--- src/rtl/draw_card_grid.sv ---
// Overlays a 4x4 grid of 160x160 px memory-game cards with a blinking cursor border onto the video stream.
// Latency: 2 pclk cycles for every output (stage 1 decode, stage 2 colour select); timing signals are pure delays.
// Backpressure: none; one pixel is accepted and produced every pclk.
module draw_card_grid (
  input  logic        pclk,
  input  logic        rst,
  input  logic [10:0] hcount_in,
  input  logic [10:0] vcount_in,
  input  logic        hsync_in,
  input  logic        vsync_in,
  input  logic        hblnk_in,
  input  logic        vblnk_in,
  input  logic [11:0] rgb_in,
  input  logic [31:0] card_state,
  input  logic [3:0]  cursor,
  output logic [10:0] hcount_out,
  output logic [10:0] vcount_out,
  output logic        hsync_out,
  output logic        vsync_out,
  output logic        hblnk_out,
  output logic        vblnk_out,
  output logic [11:0] rgb_out
);

  // Grid geometry in pixels
  localparam int X0    = 144;
  localparam int Y0    = 16;
  localparam int PITCH = 192;
  localparam int SIZE  = 160;
  localparam int BW    = 4;
  localparam logic [10:0] H_VIS = 11'd1024;
  localparam logic [10:0] V_VIS = 11'd768;

  localparam logic [11:0] COL_CURSOR   = 12'hF00;
  localparam logic [11:0] COL_HIDDEN   = 12'h04A;
  localparam logic [11:0] COL_REVEALED = 12'hFC0;
  localparam logic [11:0] COL_MATCHED  = 12'h0A0;

  // Decode one axis with plain compares: {hit, near_edge, index[1:0]}
  function automatic logic [3:0] axis_decode(input logic [10:0] pos, input int origin);
    logic [3:0]  res;
    logic [10:0] lo;
    logic [10:0] hi;
    res = '0;
    for (int c = 0; c < 4; c++) begin
      lo = 11'(origin + c * PITCH);
      hi = 11'(origin + c * PITCH + SIZE);
      if (pos >= lo && pos < hi) begin
        res = {1'b1, (pos < lo + 11'(BW)) || (pos >= hi - 11'(BW)), 2'(c)};
      end
    end
    return res;
  endfunction

  // Frame-synchronous state
  logic        vsync_prev;
  logic        frame_start;
  logic [31:0] card_state_sh;
  logic [3:0]  cursor_sh;
  logic [4:0]  frame_cnt;
  logic        blink_on;

  // Stage 0 combinational decode
  logic [3:0] hdec;
  logic [3:0] vdec;
  logic       visible_c;
  logic       inside_c;
  logic       border_c;
  logic [3:0] idx_c;

  // Stage 1 registers
  logic [10:0] hcount_s1;
  logic [10:0] vcount_s1;
  logic        hsync_s1;
  logic        vsync_s1;
  logic        hblnk_s1;
  logic        vblnk_s1;
  logic [11:0] rgb_s1;
  logic        inside_s1;
  logic        border_s1;
  logic [3:0]  idx_s1;

  // Stage 2 combinational colour select
  logic [4:0]  bit_pos;
  logic [1:0]  state_s1;
  logic [11:0] rgb_nxt;

  assign frame_start = vsync_in && !vsync_prev;

  // Card/border decode; counts outside the visible area never land inside a card
  always_comb begin
    hdec      = axis_decode(hcount_in, X0);
    vdec      = axis_decode(vcount_in, Y0);
    visible_c = (hcount_in < H_VIS) && (vcount_in < V_VIS);
    inside_c  = hdec[3] && vdec[3] && visible_c;
    border_c  = hdec[2] || vdec[2];
    idx_c     = {vdec[1:0], hdec[1:0]};
  end

  // Shadow capture and blink counter, updated only on the vsync rising edge
  always_ff @(posedge pclk) begin
    if (rst) begin
      vsync_prev    <= 1'b0;
      card_state_sh <= '0;
      cursor_sh     <= '0;
      frame_cnt     <= '0;
      blink_on      <= 1'b1;
    end else begin
      vsync_prev <= vsync_in;
      if (frame_start) begin
        card_state_sh <= card_state;
        cursor_sh     <= cursor;
        if (frame_cnt == 5'd29) begin
          frame_cnt <= '0;
          blink_on  <= !blink_on;
        end else begin
          frame_cnt <= frame_cnt + 5'd1;
        end
      end
    end
  end

  // Stage 1: register decode results alongside the timing signals and background pixel
  always_ff @(posedge pclk) begin
    if (rst) begin
      hcount_s1 <= '0;
      vcount_s1 <= '0;
      hsync_s1  <= 1'b0;
      vsync_s1  <= 1'b0;
      hblnk_s1  <= 1'b0;
      vblnk_s1  <= 1'b0;
      rgb_s1    <= '0;
      inside_s1 <= 1'b0;
      border_s1 <= 1'b0;
      idx_s1    <= '0;
    end else begin
      hcount_s1 <= hcount_in;
      vcount_s1 <= vcount_in;
      hsync_s1  <= hsync_in;
      vsync_s1  <= vsync_in;
      hblnk_s1  <= hblnk_in;
      vblnk_s1  <= vblnk_in;
      rgb_s1    <= rgb_in;
      inside_s1 <= inside_c;
      border_s1 <= border_c;
      idx_s1    <= idx_c;
    end
  end

  // Colour priority: blanking, then cursor border, then card state, else background
  always_comb begin
    bit_pos  = {idx_s1, 1'b0};
    state_s1 = card_state_sh[bit_pos +: 2];
    rgb_nxt  = rgb_s1;
    if (hblnk_s1 || vblnk_s1) begin
      rgb_nxt = 12'h000;
    end else if (inside_s1 && (idx_s1 == cursor_sh) && border_s1 && blink_on) begin
      rgb_nxt = COL_CURSOR;
    end else if (inside_s1) begin
      case (state_s1)
        2'b01:   rgb_nxt = COL_HIDDEN;
        2'b10:   rgb_nxt = COL_REVEALED;
        2'b11:   rgb_nxt = COL_MATCHED;
        default: rgb_nxt = rgb_s1;
      endcase
    end
  end

  // Stage 2: output registers
  always_ff @(posedge pclk) begin
    if (rst) begin
      hcount_out <= '0;
      vcount_out <= '0;
      hsync_out  <= 1'b0;
      vsync_out  <= 1'b0;
      hblnk_out  <= 1'b0;
      vblnk_out  <= 1'b0;
      rgb_out    <= '0;
    end else begin
      hcount_out <= hcount_s1;
      vcount_out <= vcount_s1;
      hsync_out  <= hsync_s1;
      vsync_out  <= vsync_s1;
      hblnk_out  <= hblnk_s1;
      vblnk_out  <= vblnk_s1;
      rgb_out    <= rgb_nxt;
    end
  end

endmodule

--- config.mk ---
export PLATFORM = sky130hd
export DESIGN_NAME = draw_card_grid
export DESIGN_NICKNAME = d
export VERILOG_FILES = /design/src/rtl/draw_card_grid.sv
export SDC_FILE = /design/constraint.sdc
export NUM_CORES = 1
export LEC_CHECK = 0
export CAP_MARGIN = 10
export CORE_MARGIN = 2
export CORE_UTILIZATION = 53
export CTS_CLUSTER_SIZE = 10
export DETAILED_ROUTE_END_ITERATION = 8
export MAX_ROUTING_LAYER = met4
export PLACE_DENSITY_LB_ADDON = 0.12
export SYNTH_ARGS = -nofsm -noshare
export SYNTH_HDL_FRONTEND = slang
export SYNTH_SLANG_ARGS = --single-unit
--- constraint.sdc ---
create_clock -name pclk -period 3.5 [get_ports pclk]
set_input_delay 0.7 -clock pclk [delete_from_list [all_inputs] [get_ports pclk]]
set_output_delay 0.7 -clock pclk [all_outputs]
set_load 0.01 [all_outputs]
## Word-level counts from Yosys, hierarchy flattened

Cells that the tools add are included.

| word-level totals | value |
|---|---|
| input port bits | 76 |
| output and inout bits | 38 |
| register bits after elaboration | 124 |
| logic and storage cells | 105 |

| cells by class | value |
|---|---|
| equality and inequality tests | 5 |
| reductions and logical operators | 30 |
| add/sub/neg operators | 1 |
| $lt $le $gt $ge | 34 |
| shift-type cells | 1 |
| muxes and demuxes | 12 |

Operators with widths:

| cell | count |
|---|---|
| 11-bit by 10-bit < comparator with 1-bit output (second input constant) | 8 |
| 11-bit by 10-bit greater-or-equal comparator with 1-bit output (second input constant) | 7 |
| 11-bit by 9-bit greater-or-equal comparator with 1-bit output (second input constant) | 5 |
| 11-bit by 9-bit < comparator with 1-bit output (second input constant) | 5 |
| 12-bit one-hot mux with 3 select lines | 1 |
| 11-bit by 8-bit greater-or-equal comparator with 1-bit output (second input constant) | 3 |
| 11-bit by 8-bit < comparator with 1-bit output (second input constant) | 3 |
| 4-bit two-way mux | 8 |
| 32-bit by 6-bit variable part select with 2-bit output | 1 |
| 12-bit two-way mux | 2 |
| 1-bit logical AND | 15 |
| 11-bit by 5-bit greater-or-equal comparator with 1-bit output (second input constant) | 1 |
| 11-bit < comparator (second input constant) | 1 |
| 11-bit by 5-bit < comparator with 1-bit output (second input constant) | 1 |
| 1-bit logical OR | 10 |
| 5-bit by 1-bit adder with 5-bit output (second input constant) | 1 |
| 5-bit equality test (second input constant) | 1 |
| 5-bit two-way mux | 1 |
| 2-bit equality test (second input constant) | 2 |
| 4-bit equality test | 1 |
| 3-bit OR reduction | 1 |
| 2-bit by 1-bit equality test with 1-bit output (second input constant) | 1 |
| 1-bit zero test | 2 |
| 2-bit AND reduction | 1 |
| 2-bit OR reduction | 1 |

## Logic depth before layout (Yosys ltp)

| depth | value |
|---|---|
| word-level depth | 8 |
| depth in mapped cells | 9 |
| depth with buffers taken out | 7 |

## Worst setup path after synthesis

No wires, ideal clock.

| timing path | value |
|---|---|
| path type | register -> register |
| start point | register idx_s1[0] |
| end point | register rgb_out[10] |
| library setup time | 0.129 ns |
| stages on the path, launching flop included | 10 |
| data required time | 3.371 ns |
| path buffers | 2 |
| period minus slack after synthesis | 2.419 ns |
| setup slack | 1.081 ns |
| arrival time | 2.290 ns |
| cells stage by stage | dfxtp_1 buf_6 mux4_2 mux4_2 inv_2 ha_1 nor2b_1 clkdlybuf4s18_2 a21oi_1 a21oi_1 |

| between the ends | value |
|---|---|
| cells in the longest elaborated chain, start to end | 5 |
| elaborated cells between the ends (all ways) | 11 |
| classes of those cells | eq/ne (4); shift (1); mux (3); reduce/logical (3) |

Ends and longest elaborated chain:

| element | line | RTL |
|---|---|---|
| start: declaration | 81 | `logic [3:0] idx_s1;` |
| start signal: assignment | 146 | `idx_s1 <= idx_c;` |
| 32-bit by 6-bit variable part select with 2-bit output / 4-bit equality test (equally long branches) | 153, 157 |  |
| 2-bit equality test, or another cell as far along | 160 | `case (state_s1)` |
| 12-bit one-hot mux with 3 select lines / 1-bit logical AND (equally long branches) | 160, 157 |  |
| 12-bit two-way mux / 1-bit logical AND (equally long branches) | 159, 157 |  |
| 12-bit two-way mux * | 157 | `end else if (inside_s1 && (idx_s1 == cursor_sh) && border_s1 && blink_on) begin` |
| end signal: assignment | 186 | `rgb_out <= rgb_nxt;` |
| end: declaration | 22 | `output logic [11:0] rgb_out` |

Every way passes the cells marked *; elsewhere a longest branch is shown, timed or not.
A chain may end at the register's enable or synchronous reset.

## Worst setup path in the final report

| timing path | value |
|---|---|
| start point | register idx_s1[0] |
| end point | register rgb_out[7] |

| between the ends | value |
|---|---|
| cells in the longest elaborated chain, start to end | 5 |
| elaborated cells between the ends (all ways) | 11 |
| classes of those cells | eq/ne (4); shift (1); mux (2); reduce/logical (4) |

Ends and longest elaborated chain:

| element |
|---|
| branches (longest 5 deep; another with 32-bit by 6-bit variable part select with 2-bit output) |

Several ways; the timed one is not identified.

==> flow_summary.toml <==
[status]
status = "complete, no violations"

[hold_path]
holdCritStartpoint = "hcount_s1[6]"
hold_path_depth = 1
hold_class = "flop to flop"

[synth]
async_flop_share_pct = 0
ys_seq_area_share_pct = 52.5
synth.avg_cell_area_sq_um = 9.39
syn-cell-area_sq_mm = 0.00473
synthesis.nets = 586
synth_cells = 504
netlist-cell-type-count = 56
synth-edff-count = 0
yosys_warnings = 0
synthFlopType = "dfxtp_1"
synth-seq-cells = 124

[timing]
period_share_pct = 80.5
tns_ns = 0
hold_viol = 0
rsz0062_at_grt = "false"
fin_skew_ns = 0.0113
max-slew-margin-rel_pct = 59.9
slew_viol_final = 0
setup_viol = 0
fmax_mhz = 355
worst_slew_pin_slew_ns = 0.601
min_period_ns = 2.82

[setup_path]
critPathLaunch = "idx_s1[0]"
r2r-start = "idx_s1[0]"
required_ns = 3.89
critPathCaptureType = "flop"
reg2reg_depth = 7
arrival_ns = 3.21
cp_max_fo = 9
worstSetupPathType = "flop to flop"
startpoint_type = "flop"

[die]
io-pin-count = 114
initial_core_util_pct = 54.5
core_area_sq_mm = 0.00868
die_h_um = 98.5
std_cell_rows = 34
dieArea_sq_mm = 0.00970
fp.dieW_um = 98.5

[power_and_ir_drop]
peakVddDrop_v = 0.000431
cellPowerDensity_mw_per_mm2 = 585
leakage_nw = 2.46

[route]
remaining_drc_errors = 0
drt_iter0_drc = 206
antenna_left = 0
num_vias = 3839
routed_wl_mm = 10.6
dr.pass1.iters = 4
post_drt_via_cell_ratio = 5.30
wl_per_cell_um = 14.6

[place]
place.gp.congestion = 0.830
hpwlAfterDp_mm = 7.01
port_buffers = 113

[cts]
cts_inserted_buffers = 17
h-tree-depth = 4
cts_sinks = 124
cts_buffer_depth = 2
cts_hold_buf = 0
cts-root-buf = "clkbuf_8"
cts_setup_buffers = 0
cts_tree = "built"
insertion_delay_ns = 0.49
post_cts_resized = 0
clkTransAtPathRegs_ns = 0.06

[cells_and_area]
multiInputGateArea_sq_mm = 0.00206
n_antenna_cell = 0
fin_nets = 685
layout_common_cells = "124 x dfxtp_1, 112 x clkdlybuf4s50_1, 91 x nand2_1, 65 x nor2b_1, 54 x a21oi_1"
nFillCells = 641
postLayoutCoreUtil_pct = 75.3
area_growth_syn_to_layout_pct = 38.2
drive_gt1_share_pct = 8.93
seqCellArea_sq_mm = 0.00248
final_common_cell = "dfxtp_1"

[run]
maxCapViolCount = 0

[global_routing]
overflow = 0
antenna_found_initial = 0
grt_pass1_vias = 3746
grt_max_degree = 59
grt_usage_pct = 22.9
grt_pass1_wl_mm = 17.4
power breakdown:
part	internal, mW	total (mW)	switching (mW)
Sequential	1.48	1.51	0.0316
Combinational	0.180	0.330	0.150
Clock	1.38	1.98	0.600
sequential cells by signal, indices dropped and copies added (netlist names), 4 cells and up:
name and count:
idx_s1 4, vcount_s1 11, hcount_s1 11, vcount_out 11, card_state_sh 32, rgb_s1 12, cursor_sh 4, hcount_out 11
frame_cnt 5, rgb_out 12
cell type report:
type / instances / share of cell area (%)
clock buffer: 22 / 7.24
clock inverter: 10 / 3.20
inverter: 6 / 0.345
multi-input combinational: 338 / 31.6
sequential: 124 / 38.0
tap: 108 / 2.07
timing repair buffer: 116 / 17.6
layer usage:
| metal | share of wire (%) | vias to the layer above | wire, um | GRT usage (%) |
|---|---|---|---|---|
| met1 | 42 | 1784 | 4400 | 26.2 |
| met4 | 1.4 | 0 | 146 | 7.59 |
| met2 | 51 | 129 | 5340 | 38.9 |
| li1 | - | 1908 | - | - |
| met3 | 6.3 | 18 | 668 | 6.17 |
| met5 | 0 | - | 0 | - |
worst max-delay path: stages, from the launching register on:
cell and delay (ns):
dfxtp_1 0.70, mux4_2 0.60, mux4_2 0.52, inv_2 0.09
ha_1 0.15, nand2b_1 0.34, nor3_1 0.09, nor3_1 0.23
through the flow:
step           worst slack [ns]  area [sq um]  std cells  hold slack, ns  total power, mW
2_1_floorplan              1.08          4730        504           0.414             1.71
3_3_place_gp              0.795          5850        692           0.418             1.86
6_report                  0.682          6540        724           0.433             3.82
4_1_cts                   0.654          6540        724           0.436             3.84
5_1_grt                   0.483          6540        724           0.449             3.95
3_5_place_dp              0.704          5850        692           0.420             1.87
Yosys cell counts (all sizes together) (3+ instances only):
library cell	instances	share of area [%]
nor3b	4	0.74
a21oi	54	5.7
nand2	91	7.2
nand4	5	0.66
nand2b	6	0.79
a32oi	3	0.56
nor3	4	0.42
nor4	3	0.40
clkbuf	20	1.6
a2111oi	3	0.71
dfxtp	124	52
xor2	6	1.1
ha	6	1.6
o21ai	5	0.53
nand3	5	0.53
nor2	25	2.0
inv	6	0.48
a21boi	3	0.48
or2	3	0.40
mux4	10	4.8
nor2b	66	8.7
buf	15	1.7
xnor2	3	0.56
worst paths after layout:
kind	slack, ns	to
worst min-delay path	0.43	hcount_out[6]
worst max register to register	0.68	rgb_out[7]
worst max-delay path	0.68	rgb_out[7]
worst min register to register	0.43	hcount_out[6]
cells by family after synthesis:
logic type      Yosys count  share of synthesized area [%]
buf+inv                  42                           3.97
xor+xnor                  9                           1.67
flops                   124                           52.5
mux                      11                           4.97
fa+ha+maj                 6                           1.59
compound gates           92                           12.2
simple gates            220                           23.1
Power figures use the tool's default switching activity.
